<file path="config.mk">
export PLATFORM = sky130hd
export DESIGN_NAME = uart_tx_cfg
export DESIGN_NICKNAME = d
export VERILOG_FILES = /design/src/rtl/uart_tx_cfg.sv
export SDC_FILE = /design/constraint.sdc
export NUM_CORES = 1
export LEC_CHECK = 0
export ABC_AREA = 1
export CORE_ASPECT_RATIO = 0.7
export CORE_MARGIN = 1
export CORE_UTILIZATION = 30
export CTS_CLUSTER_SIZE = 8
export DETAILED_ROUTE_END_ITERATION = 12
export GPL_TIMING_DRIVEN = 1
export SETUP_SLACK_MARGIN = 0.5
export SLEW_MARGIN = 0
export SYNTH_ARGS = -nofsm -noshare
export SYNTH_HDL_FRONTEND = slang
export SYNTH_SLANG_ARGS = --single-unit
export TNS_END_PERCENT = 50
</file>
<file path="constraint.sdc">
create_clock -name clk -period 5.8 [get_ports clk]
set_input_delay 1.16 -clock clk [delete_from_list [all_inputs] [get_ports clk]]
set_output_delay 1.16 -clock clk [all_outputs]
set_load 0.1 [all_outputs]
</file>
<file path="src/rtl/uart_tx_cfg.sv">
// uart_tx_cfg: configurable UART transmitter with a transmit FIFO.
// Per-frame data length (5..8, or 9 when DATA_BITS=9), one or two stop bits and
// optional parity, all sampled when a character is popped from the FIFO.
// Build option: define UART_TX_PARITY_EN to enable the PARITY state and par_mode;
// without it par_mode is ignored and DATA is followed directly by STOP.

module uart_tx_cfg #(
  parameter int unsigned DATA_BITS  = 8,
  parameter int unsigned OVERSAMPLE = 16,
  parameter int unsigned FIFO_DEPTH = 8
) (
  input  logic                          clk,
  input  logic                          PRESETn,
  input  logic                          tx_en,
  input  logic                          s_tick,
  input  logic                          wr_en,
  input  logic [DATA_BITS-1:0]          wr_data,
  input  logic [1:0]                    data_len,
  input  logic                          stop2,
  input  logic [1:0]                    par_mode,
  input  logic                          err_clr,
  output logic                          tx,
  output logic                          tx_busy,
  output logic                          tx_done,
  output logic                          fifo_full,
  output logic                          fifo_empty,
  output logic [$clog2(FIFO_DEPTH):0]   fifo_level,
  output logic                          ovf_err
);

  localparam int unsigned AW = $clog2(FIFO_DEPTH);
  localparam int unsigned LW = AW + 1;
  localparam int unsigned TW = $clog2(OVERSAMPLE);
  localparam int unsigned NW = 4;

  typedef enum logic [2:0] {
    IDLE   = 3'd0,
    START  = 3'd1,
    DATA   = 3'd2,
    PARITY = 3'd3,
    STOP   = 3'd4
  } state_t;

  // Number of data bits for a data_len code, clamped to the storage width.
  function automatic logic [NW-1:0] frame_bits(input logic [1:0] len);
    logic [NW-1:0] n;
    n = NW'(len) + NW'(5);
    if (len == 2'b11 && DATA_BITS == 9) n = NW'(9);
    if (n > NW'(DATA_BITS)) n = NW'(DATA_BITS);
    return n;
  endfunction

  // ---------------------------------------------------------------------------
  // Transmit FIFO
  // ---------------------------------------------------------------------------
  logic [DATA_BITS-1:0] mem [FIFO_DEPTH];
  logic [AW-1:0]        wr_ptr;
  logic [AW-1:0]        rd_ptr;
  logic [LW-1:0]        level_nxt;
  logic [DATA_BITS-1:0] head;
  logic                 pop;
  logic                 push_ok;
  logic                 push_drop;

  assign head = mem[rd_ptr];

  // Push acceptance and next occupancy; a pop frees the slot a full push needs.
  always_comb begin
    push_ok   = wr_en && (!fifo_full || pop);
    push_drop = wr_en && fifo_full && !pop;
    level_nxt = fifo_level;
    if (push_ok && !pop)      level_nxt = fifo_level + LW'(1);
    else if (pop && !push_ok) level_nxt = fifo_level - LW'(1);
  end

  // Storage array; contents need no reset since occupancy is tracked separately.
  always_ff @(posedge clk) begin
    if (push_ok) mem[wr_ptr] <= wr_data;
  end

  // Pointers, occupancy flags and the sticky overflow flag.
  always_ff @(posedge clk or negedge PRESETn) begin
    if (!PRESETn) begin
      wr_ptr     <= '0;
      rd_ptr     <= '0;
      fifo_level <= '0;
      fifo_empty <= 1'b1;
      fifo_full  <= 1'b0;
      ovf_err    <= 1'b0;
    end else begin
      if (push_ok) wr_ptr <= wr_ptr + AW'(1);
      if (pop)     rd_ptr <= rd_ptr + AW'(1);
      fifo_level <= level_nxt;
      fifo_empty <= (level_nxt == '0);
      fifo_full  <= (level_nxt == LW'(FIFO_DEPTH));
      if (push_drop)    ovf_err <= 1'b1;
      else if (err_clr) ovf_err <= 1'b0;
    end
  end

  // ---------------------------------------------------------------------------
  // Frame sequencer
  // ---------------------------------------------------------------------------
  state_t               state;
  logic [TW-1:0]        tick_cnt;
  logic [NW-1:0]        bit_cnt;
  logic [DATA_BITS-1:0] shreg;
  logic [NW-1:0]        lat_nbits;
  logic                 lat_stop2;
  logic [NW-1:0]        pop_nbits;
  logic                 bit_end;
  logic                 last_stop;
  logic                 stop_end;

  assign pop_nbits = frame_bits(data_len);

`ifdef UART_TX_PARITY_EN
  logic lat_par_en;
  logic lat_par_bit;
  logic par_en_nxt;
  logic par_calc;

  // Parity over the bits of the character about to be popped.
  always_comb begin
    par_en_nxt = (par_mode == 2'b01) || (par_mode == 2'b10);
    par_calc   = 1'b0;
    for (int i = 0; i < int'(DATA_BITS); i++) begin
      if (i < int'(pop_nbits)) par_calc = par_calc ^ head[i];
    end
    if (par_mode == 2'b10) par_calc = ~par_calc;
  end

  // Parity configuration captured with the character.
  always_ff @(posedge clk or negedge PRESETn) begin
    if (!PRESETn) begin
      lat_par_en  <= 1'b0;
      lat_par_bit <= 1'b0;
    end else if (pop) begin
      lat_par_en  <= par_en_nxt;
      lat_par_bit <= par_calc;
    end
  end
`else
  logic unused_par_mode;
  assign unused_par_mode = ^par_mode;
`endif

  // Bit-boundary and pop decisions shared by the FIFO and the sequencer.
  always_comb begin
    bit_end   = s_tick && (state != IDLE) && (tick_cnt == TW'(OVERSAMPLE - 1));
    last_stop = (bit_cnt == NW'(lat_stop2));
    stop_end  = (state == STOP) && bit_end && last_stop;
    pop       = tx_en && !fifo_empty && ((state == IDLE) || stop_end);
  end

  // State, counters and registered line outputs.
  always_ff @(posedge clk or negedge PRESETn) begin
    if (!PRESETn) begin
      state     <= IDLE;
      tick_cnt  <= '0;
      bit_cnt   <= '0;
      shreg     <= '0;
      lat_nbits <= '0;
      lat_stop2 <= 1'b0;
      tx        <= 1'b1;
      tx_busy   <= 1'b0;
      tx_done   <= 1'b0;
    end else begin
      tx_done <= 1'b0;
      if (!tx_en) begin
        state    <= IDLE;
        tx       <= 1'b1;
        tx_busy  <= 1'b0;
        tick_cnt <= '0;
        bit_cnt  <= '0;
      end else if (pop) begin
        if (state == STOP) tx_done <= 1'b1;
        state     <= START;
        tx        <= 1'b0;
        tx_busy   <= 1'b1;
        tick_cnt  <= '0;
        bit_cnt   <= '0;
        shreg     <= head;
        lat_nbits <= pop_nbits;
        lat_stop2 <= stop2;
      end else if (state != IDLE) begin
        if (s_tick) tick_cnt <= bit_end ? '0 : tick_cnt + TW'(1);
        if (bit_end) begin
          case (state)
            START: begin
              state   <= DATA;
              tx      <= shreg[0];
              bit_cnt <= '0;
            end
            DATA: begin
              if (bit_cnt == lat_nbits - NW'(1)) begin
`ifdef UART_TX_PARITY_EN
                if (lat_par_en) begin
                  state <= PARITY;
                  tx    <= lat_par_bit;
                end else begin
                  state   <= STOP;
                  tx      <= 1'b1;
                  bit_cnt <= '0;
                end
`else
                state   <= STOP;
                tx      <= 1'b1;
                bit_cnt <= '0;
`endif
              end else begin
                bit_cnt <= bit_cnt + NW'(1);
                shreg   <= shreg >> 1;
                tx      <= shreg[1];
              end
            end
`ifdef UART_TX_PARITY_EN
            PARITY: begin
              state   <= STOP;
              tx      <= 1'b1;
              bit_cnt <= '0;
            end
`endif
            STOP: begin
              if (last_stop) begin
                tx_done <= 1'b1;
                state   <= IDLE;
                tx      <= 1'b1;
                tx_busy <= 1'b0;
                bit_cnt <= '0;
              end else begin
                bit_cnt <= bit_cnt + NW'(1);
              end
            end
            default: begin
              state   <= IDLE;
              tx      <= 1'b1;
              tx_busy <= 1'b0;
            end
          endcase
        end
      end
    end
  end

endmodule

</file>
# Word level (Yosys, flattened, before mapping)
# Memory sizes are Yosys's and may differ from the RTL's.
# Cells that the tools add are included.
[word_totals]
in_bits = 19
ff_bits = 40
memories = 1
output_inout_bits = 10
ramBits = 64
word_cells = 123
[classes]
eq_ne = 15
order_cmp = 1
add_sub_neg = 8
n_mux = 51
reduce_logical = 32
[memory_table]
columns = ["memory", "words", "width", "read_ports", "rd_ports_with_merged_regs", "write_ports", "line", "rtl"]
rows = [
  ["mem", 8, 8, 1, 0, 1, "56", "logic [DATA_BITS-1:0] mem [FIFO_DEPTH];"],
]
[op_table]
columns = ["op", "count"]
rows = [
  ["2-to-1 mux 4 bit", 14],
  ["2-to-1 mux 8 bit", 5],
  ["2-to-1 mux 1 bit", 22],
  ["2-to-1 mux 3 bit", 6],
  ["adder 4 x 1 -> 4 bit (second input constant)", 3],
  ["case mux 4 bit (3 select lines)", 1],
  ["logical AND 1 bit", 11],
  ["inequality test 3 x 1 -> 1 bit (second input constant)", 3],
  ["case mux 3 bit (3 select lines)", 1],
  ["== test 4 bit (second input constant)", 2],
  ["inequality test 4 bit (second input constant)", 2],
  ["AND reduction 4 bit", 2],
  ["nonzero test 2 bit", 4],
  ["subtractor 4 x 1 -> 4 bit (second input constant)", 2],
  ["adder 3 x 1 -> 3 bit (second input constant)", 2],
  ["AND reduction 3 bit", 2],
  ["inequality test 5 x 1 -> 1 bit (second input constant)", 1],
  ["AND reduction 5 bit", 1],
  ["adder 2 x 3 -> 4 bit (second input constant)", 1],
  ["== test 4 x 1 -> 1 bit", 1],
  ["== test 4 bit", 1],
  ["greater-than comparator 4 bit (second input constant)", 1],
  ["zero test 1 bit", 4],
  ["zero test 4 bit", 1],
  ["other kinds (12)", 14],
]

# Longest topological paths before layout
# Gate-level depths: netlist of run 1.
[logic_depth]
word_depth = 14
ltp_mapped = 12
ltp_nobuf = 12

# Worst setup path before layout of run 1
# Ideal clock, no wire load.
[synth_timing]
kind = "in2reg"
startpoint = "in tx_en"
endpoint = "mem mem[0][0] (enable)"
path_buffers = 0
setup_time_ns = 0.339
stages = 7
arrival_time_ns = 2.369
slack_ns = 3.092
required_ns = 5.461
cell_sequence = "inv_1 > nor2_1 > nand2_4 > a21oi_4 > inv_2 > or2_4 > nor2_2"
[synth_via]
elab_chain_cells = 6
[synth_rtl]
columns = ["item", "line", "rtl"]
rows = [
  ["from (decl)", "14", "input logic tx_en,"],
  ["logical AND 1 bit (2 in a row)", "153", "pop = tx_en && !fifo_empty && ((state == IDLE) || stop_end);"],
  ["logical OR 1 bit", "69", "push_ok = wr_en && (!fifo_full || pop);"],
  ["logical AND 1 bit", "69", ""],
  ["2-to-1 mux 1 bit", "78", "if (push_ok) mem[wr_ptr] <= wr_data;"],
  ["2-to-1 mux 1 bit (implied by the code)", "78", ""],
  ["to (decl)", "56", ""],
]
# No other way between the ends.

# Worst setup path in the final report of run 1
[layout_timing]
startpoint = "in tx_en"
endpoint = "mem mem[7][7] (enable)"
# The elaborated chain is that of the path after synthesis.

==> metrics.txt, run 1 <==
outcome=finished clean; Hold/Removal Path Class=flop to flop; Data arrival, critical path=3.55 ns; setup bufs post-CTS=0; # H-tree levels=3; yosys warns=0; Synth Area in Compound Gates=9.63%; count of pins over their slew limit=0; critical path class=input port to flop; number of buffers added on ports=26; Setup-failing EPs final=0; clock sinks=104; sequential share of power=40.3%; Tot GR Track Use=13.5%; Hold Path Stages=2; minimum clock period=3.58 ns; reg2reg end=mem[7][7]; CP most frequent cell=nor2_1; Rel. slew slack=34.8%; Logic pwr share=37.4%; Net Count, Synth=465; sequential share of the synthesized area=62.2%; setup TNS=0 ns; combinational family with the most area after synthesis=simple AND/OR/NAND/NOR gates; Rows=37; vias per cell=4.84; Tcrit/Tclk final=61.8%; Final #Nets=490; Worst R2R Setup Slack=2.93 ns; pwr dens=484 mW/mm^2; Worst VDD drop=0.263 mV; first-pass GRT wire length=16500 um; grt ovf=0; Iter 0 DRT Violations=321; CP max stage delay=0.75 ns; crit path to=mem[7][7]; Critical-path top delay cell=nor2_1; hpwl dp=6700 um; Die Y=107 um; ANT nets after route=0; crit-path cells=clkdlybuf4s50_1 > inv_1 > nor2_1 > nand2_4 > a21oi_4 > nand2_1 > nor2_1; mux share of post-synthesis cell area=1.28%; RSZ-0062 raised after global routing=no; vias in the first global route=3231; crit path launch=tx_en; Int Pwr=1.59 mW; die area=0.0162 sq mm; #FFs+latches synth=104; final hold violations=0; Switching Fraction=39.8%; Crit Path Max Fanout=19; CTS Buffer Depth=2; Fmax=279 MHz; io pins=29; worst-margin pin slew=0.976 ns; clock latency on the worst-skew pair=0.34 ns; Worst EP required=5.76 ns; Pre-antenna DRT Iters=4; Psw=1.05 mW; via count=3207; simple-gate share of the synthesized area=17.7%; part of the power in the clock network=22.3%; FF-to-FF Start=tick_cnt[0]; share of synthesized cell area in full adder, half adder and majority cells=2.39%; area delta synth->final=15.9%; cell count after synthesis=437; GPL Wtd Cong=0.796; area of the core=0.0150 sq mm; Setup Skew=0.00474 ns; Post-Syn Area=0.00470 sq mm; root buffer cell=clkbuf_16; Avg Cell Area, Syn=10.8 sq um; Max Cap Viol=0; DIE WIDTH=152 um; Pleak=2.11 nW; Post-route DRC=0; DR WL/cell=15.0 um; Post-CTS Resized=0; pin count of the biggest net entering global routing=41; initial antenna violation count=0; CTS tree=yes; Hold WS=0.472 ns; Startpoint Class=input port; total CTS buffers=9; Worst-path clk slew=0.06 ns; WL final=9920 um; share of layout cells above drive strength 1=8.14%; count of cell types in the netlist=45; ant diodes=0; XOR/XNOR share of the synthesized area=2.42%; hold_buf cts=0; Initial Util=31.3%; R2R cell count=9; CP Capture Type=flop
[cell families (layout without fill, tap and decap cells)]
group | after synthesis | after routing
fa+ha+maj | 9 | 9
mux | 6 | 6
flops | 104 | 104
xor+xnor | 13 | 13
buf+inv | 54 | 84
simple gates | 182 | 182
compound gates | 69 | 69
[critical path, delay by kind of cell]
family | cells | cell delay (ns)
AOI/OAI and AO/OA | 1 | 0.24
buffers and inverters | 2 | 0.68
and+or+nand+nor | 4 | 1.47
[synthesized netlist by cell type (all sizes together)]
cell type	instances	area share, %
a32oi	1	0.19
xnor2	6	1.1
clkbuf	10	0.80
or2	3	0.45
a221oi	2	0.37
a21boi	1	0.16
edfxtp	64	41
o21ai	30	3.2
a21oi	14	1.7
inv	39	3.1
nor2	46	4.0
o32ai	1	0.19
mux2i	6	1.3
o211ai	1	0.16
o22ai	1	0.13
nand2	81	6.7
nor3b	1	0.16
a211oi	1	0.16
ha	9	2.4
o311ai	1	0.19
and3	1	0.13
nand4	6	0.80
buf	3	0.29
nand3	38	4.6
dfstp	2	1.1
o21bai	2	0.56
nor3	6	0.85
a32o	1	0.21
xor2	7	1.3
dfrtp	38	20
o221ai	12	2.2
o21a	1	0.16
clkinv	2	0.16
[final cells by class]
class | count | area, sq um
Sequential cell | 104 | 2930
Fill cell | 1477 | 9550
Timing Repair Buffer | 27 | 263
Clock buffer | 11 | 233
Inverter | 41 | 154
Clock inverter | 5 | 57.6
Multi-Input combinational cell | 279 | 1570
Tap cell | 195 | 244
[sequential cells by signal (all words and copies together) (netlist names)]
register and flops:
fifo_full 1, lat_nbits 4, tick_cnt 4, mem 64
state 3, ovf_err 1, tx_done 1, rd_ptr 3
bit_cnt 4, wr_ptr 3, shreg 8, tx_busy 1
tx 1, fifo_empty 1, lat_stop2 1, fifo_level 4
[worst min-delay path by stage]
stage	slack, ns	end	start
final	0.47	tx	tx
after global routing	0.52	tx	tx
after CTS	0.47	tx	tx
after detailed placement	0.46	tx	tx
after global placement	0.46	tx	tx
after floorplan	0.47	tick_cnt[3]	tick_cnt[3]
[per-stage QoR]
stage                     cell area [sq um]  setup WS, ns  utilization [%]  power, mW  instances
final                                  5450          2.22             36.3       2.64        662
after global routing                   5450          2.07             36.3       2.81        662
after CTS                              5450          2.20             36.3       2.65        662
after detailed placement               5160          1.82             34.4       2.06        646
after global placement                 5160          1.92             34.4       2.03        646
after floorplan                        4700          3.09                -       1.80        437
[routing by layer]
metal / wire length (um) / up-vias / share of wire [%] / global-route usage [%]
met4: 80 / 0 / 0.81 / 3.39
li1: - / 1570 / - / -
met5: 0 / - / 0 / 0
met2: 4390 / 68 / 44 / 20.4
met1: 4960 / 1561 / 50 / 19.2
met3: 484 / 8 / 4.9 / 3.28
[power groups by stage]
| stage | clock (mW) | sequential [mW] | combinational [mW] |
|---|---|---|---|
| 6_report | 0.587 | 1.06 | 0.986 |
| 5_1_grt | 0.627 | 1.08 | 1.10 |
| 4_1_cts | 0.599 | 1.06 | 0.992 |
| 3_5_place_dp | 0 | 1.08 | 0.986 |
| 3_3_place_gp | 0 | 1.07 | 0.959 |
| 2_1_floorplan | 0 | 1.21 | 0.585 |
[placed cells by master, fill, tap and decap left out, types with 2 or more instances in the layout]
master,n
a21oi_1,13
nor3_1,4
xnor2_1,6
o221ai_1,12
nand4_1,6
clkbuf_1,2
nor2_2,6
clkinvlp_4,2
nor2_1,40
dfrtp_1,38
nand3_2,3
clkinv_1,3
mux2i_1,6
nand3_1,34
or2_2,2
o21ai_0,29
dfstp_2,2
ha_1,9
xor2_1,7
inv_2,2
nand2_1,79
edfxtp_1,64
clkdlybuf4s50_1,25
a221oi_1,2
nor3_2,2
clkbuf_16,9
inv_1,37
No activity file was read; power rests on OpenSTA's default activity.
==> run 2, diff against run 1 <==
==> constraint.sdc (replaced) <==
create_clock -name clk -period 3.1 [get_ports clk]
set_input_delay 0.62 -clock clk [delete_from_list [all_inputs] [get_ports clk]]
set_output_delay 0.62 -clock clk [all_outputs]
set_load 0.1 [all_outputs]
==> metrics.txt, run 2 (synthesis gave the netlist of run 1 again) <==
Critical Path Stages=9; Post-DP Area=0.00523 sq mm; pwr dens=914 mW/mm^2; commonest non-fill, non-tap cell in the layout=nand2_1; Psw=1.99 mW; outcome=finished clean; vias in the first global route=3119; Iter 0 DRT Violations=253; number of buffers added on ports=26; commonest cells after routing, fill and taps aside=nand2_1 (79), edfxtp_1 (64), nor2_1 (40); Worst R2R Setup Slack=0.78 ns; Setup Skew=0.00992 ns; Final #Nets=503; Critical-path top delay cell=clkdlybuf4s50_1; Max Cap Viol=0; DR WL/cell=14.7 um; setup bufs post-CTS=0; CP max stage delay=0.57 ns; crit path launch=s_tick; area of the core=0.0150 sq mm; count of pins over their slew limit=0; Layout Utilization=37.0%; ant diodes=0; Crit Path Max Fanout=8; # H-tree levels=3; max reg flops=64; Switching Fraction=39.2%; R2R cell count=11; sequential share of power=38.4%; RSZ-0062 raised after global routing=no; Hold/Removal Path Class=input port to async pin; WL final=9890 um; Tot GR Track Use=13.1%; area delta synth->final=18.2%; Worst VDD drop=0.458 mV; Data arrival, critical path=2.46 ns; part of the power in the clock network=24.0%; DIE WIDTH=152 um; reg2reg end=mem[0][0]; crit path to=mem[0][0]; Worst EP required=3.14 ns; Worst-path clk slew=0.07 ns; io pins=29; FF-to-FF Start=tick_cnt[0]; CTS tree=yes; design area=0.00556 sq mm; root buffer cell=clkbuf_16; Setup-failing EPs final=0; Rel. slew slack=40.6%; Tcrit/Tclk final=78.0%; first-pass GRT wire length=16000 um; share of layout cells above drive strength 1=13.3%; clock sinks=104; minimum clock period=2.42 ns; initial antenna violation count=0; CTS Buffer Depth=2; WP buf/inv=3; hpwl dp=6860 um; Logic pwr share=37.6%; Initial Util=31.3%; setup TNS=0 ns; Post-route DRC=0; Post-CTS Resized=0; hold_buf cts=0; Startpoint Class=input port; Fmax=414 MHz; Pre-antenna DRT Iters=4; die area=0.0162 sq mm; overall power=5.08 mW; Largest regs=mem: 64 flops, shreg: 8 flops; crit-path cells=clkdlybuf4s50_1 > nand3_4 > o21bai_4 > nand2_4 > a21oi_4 > inv_2 > or2_4 > nor2_2 > buf_4; critical path class=input port to flop; Rows=37; Int Pwr=3.09 mW; Die Y=107 um; total CTS buffers=9; Pleak=2.21 nW; via count=3242; Hold WS=0.395 ns; GPL Wtd Cong=0.805; clock latency on the worst-skew pair=0.35 ns; final hold violations=0; grt ovf=0; worst-margin pin slew=0.891 ns; pin count of the biggest net entering global routing=41; Top reg by flops=mem; vias per cell=4.80; CP Capture Type=flop; kind of cell adding the most delay to the critical path=buffers and inverters; ANT nets after route=0
## run 2: worst min path at each step
stage | depth (start not counted) | from | endpoint | slack (ns)
finish | 1 | PRESETn | lat_stop2 | 0.40
global route | 1 | PRESETn | bit_cnt[2] | 0.47
CTS | 1 | PRESETn | lat_stop2 | 0.43
detailed placement | 2 | tx | tx | 0.46
global placement | 2 | tx | tx | 0.46
floorplan | 0 | PRESETn | bit_cnt[0] | 0.32
## run 2: power groups by stage
stage               clock (mW)  combinational, mW  sequential, mW
global placement             0               1.87            1.97
global route              1.30               2.11            1.98
detailed placement           0               1.92            1.98
CTS                       1.25               1.92            1.95
floorplan                    0               1.10            2.27
finish                    1.22               1.91            1.95
## run 2: worst register-to-register path: stages (launching register included)
cell and delay [ns]:
dfrtp_1 0.39, ha_1 0.18, nand2_1 0.07, nor2_2 0.13
nand3_4 0.16, o21bai_4 0.25, nand2_4 0.08, a21oi_4 0.18
inv_2 0.05, or2_4 0.26, nor2_2 0.08, buf_4 0.21
## run 2: routing by layer
metal	global-route usage (%)	share of wire, %
met1	18.5	50
met2	19.8	45
met3	3.66	4.9
met4	3.39	0.94
met5	0	0
## run 2: per-stage QoR
step | setup WS, ns | instances
floorplan | 0.872 | 437
global placement | 0.357 | 659
detailed placement | 0.313 | 659
CTS | 0.689 | 675
global route | 0.595 | 675
finish | 0.682 | 675
## run 2: layout make-up
cell class              count  area [sq um]
inverters                  41           154
fillers                  1462          9440
clock buffers               9           225
clock inverters             7           101
repair buffers             40           335
well taps                 195           244
flip-flops and latches    104          2930
multi-input cells         279          1570
==> run 3, diff against run 2 <==
==> constraint.sdc (replaced) <==
create_clock -name clk -period 2 [get_ports clk]
set_input_delay 0.4 -clock clk [delete_from_list [all_inputs] [get_ports clk]]
set_output_delay 0.4 -clock clk [all_outputs]
set_load 0.1 [all_outputs]
==> metrics.txt, run 3 (synthesis gave the netlist of run 1 again) <==
outcome=finished, violations left; failing checks=setup timing; vias in the first global route=3385; area of the core=0.0150 sq mm; Worst VDD drop=0.972 mV; FF-to-FF Start=tick_cnt[0]; total CTS buffers=9; ANT nets after route=0; root buffer cell=clkbuf_16; Layout Utilization=40.3%; critical path class=flop to flop; pin count of the biggest net entering global routing=34; commonest non-fill, non-tap cell in the layout=nand2_1; Initial Util=31.3%; design area=0.00605 sq mm; Post-DP Area=0.00557 sq mm; CP most frequent cell=nor2_4; Setup WS pre-CTS=-0.380 ns; hpwl dp=7860 um; share of layout cells above drive strength 1=23.5%; crit-path cells=ha_2 > nand2_2 > nor2_4 > nand3_4 > o21bai_4 > nand2_4 > a21oi_4 > inv_2 > or2_4 > nor2_4; overall power=8.28 mW; final hold violations=0; max reg flops=64; Die Y=107 um; Fmax=472 MHz; Top reg by flops=mem; Pleak=2.41 nW; reg2reg end=mem[4][0]; Pre-antenna DRT Iters=5; Tcrit/Tclk final=106%; Critical-path top delay cell=dfrtp_1; first-pass GRT wire length=18400 um; RSZ-0062 raised after global routing=yes; # H-tree levels=3; Tot GR Track Use=15.1%; Int Pwr=4.94 mW; ant diodes=0; DIE WIDTH=152 um; WL final=11200 um; io pins=29; CP max stage delay=0.36 ns; CTS tree=yes; Logic pwr share=42.1%; pwr dens=1370 mW/mm^2; clock sinks=104; clock latency on the worst-skew pair=0.35 ns; Switching Fraction=40.3%; area delta synth->final=28.7%; Startpoint Class=flop; Rows=37; Psw=3.34 mW; die area=0.0162 sq mm; Hold/Removal Path Class=input port to async pin; Largest regs=mem: 64 flops, shreg: 8 flops; Post-route DRC=0; Max Cap Viol=0; Rel. slew slack=65.4%; grt ovf=0; Data arrival, critical path=2.15 ns; Worst EP required=2.03 ns; R2R cell count=10; CTS Buffer Depth=2; Worst-path clk slew=0.08 ns; minimum clock period=2.12 ns; part of the power in the clock network=20.8%; Setup-failing EPs final=64; Setup Skew=0.0114 ns; Worst Setup Slack, final=-0.120 ns; Iter 0 DRT Violations=312; Final #Nets=534; sequential share of power=37.1%; Worst R2R Setup Slack=-0.12 ns; number of buffers added on ports=26; commonest cells after routing, fill and taps aside=nand2_1 (72), edfxtp_1 (64), buf_4 (40); # fillers=1445; via count=3444; vias per cell=4.88; DR WL/cell=15.9 um; CP Capture Type=flop; GPL Wtd Cong=0.820; Crit Path Max Fanout=8; worst-margin pin slew=0.519 ns; initial antenna violation count=0; count of pins over their slew limit=0
## run 3: power by group through the flow
stage | logic [mW] | registers (mW) | clock network, mW
floorplan | 1.75 | 3.52 | 0
global placement | 3.26 | 3.09 | 0
detailed placement | 3.29 | 3.10 | 0
CTS | 3.38 | 3.06 | 1.75
global route | 3.83 | 3.13 | 1.84
finish | 3.49 | 3.08 | 1.72
## run 3: per-stage QoR
stage	hold slack [ns]	instances	TNS (ns)
floorplan	0.104	437	-7.29
global placement	0.400	684	-17.84
detailed placement	0.410	684	-20.74
CTS	0.0307	704	-7.88
global route	0.0517	706	-14.84
finish	0.0205	706	-6.45
## run 3: area by class of cell
type,instances,area [sq um],share of cell area (%)
clock buffer,10,229,3.78
clock inverter,6,57.6,0.951
inverter,41,154,2.54
multi-input combinational,279,1730,28.6
sequential,104,2930,48.4
tap,195,244,4.03
timing repair buffer,71,707,11.7
## run 3: worst max path at each step
stage	from	to	slack [ns]	cells past startpoint
6_report	tick_cnt[0]	mem[4][0]	-0.12	10
5_1_grt	tick_cnt[0]	mem[4][0]	-0.26	10
4_1_cts	bit_cnt[1]	mem[4][0]	-0.15	8
3_5_place_dp	s_tick	mem[4][6]	-0.38	8
3_3_place_gp	tx_en	mem[4][1]	-0.34	8
2_1_floorplan	tick_cnt[0]	mem[4][0]	-0.15	10
## run 3: critical path, delay by kind of cell, from the launching register on
family | cells | cell delay (ns)
AOI/OAI and AO/OA | 2 | 0.32
adders and majority gates | 1 | 0.19
DFF | 1 | 0.36
buffers and inverters | 1 | 0.05
and+or+nand+nor | 6 | 0.87
## run 3: metal layers
layer  vias up  wire, um  track usage [%]
met5         -         0                0
met4         0       143             3.96
met3        15       808             4.00
met2       115      4700             20.6
met1      1654      5550             23.2
li1       1660         -                -
## run 3: what timing repair did
item                                    CTS  global route
hold buffers                              0             0
endpoints found under the setup margin  105           110
endpoints found under the hold margin     0             0
setup buffers                             4             2
resized for setup                        21            18
pin swaps                                13             8
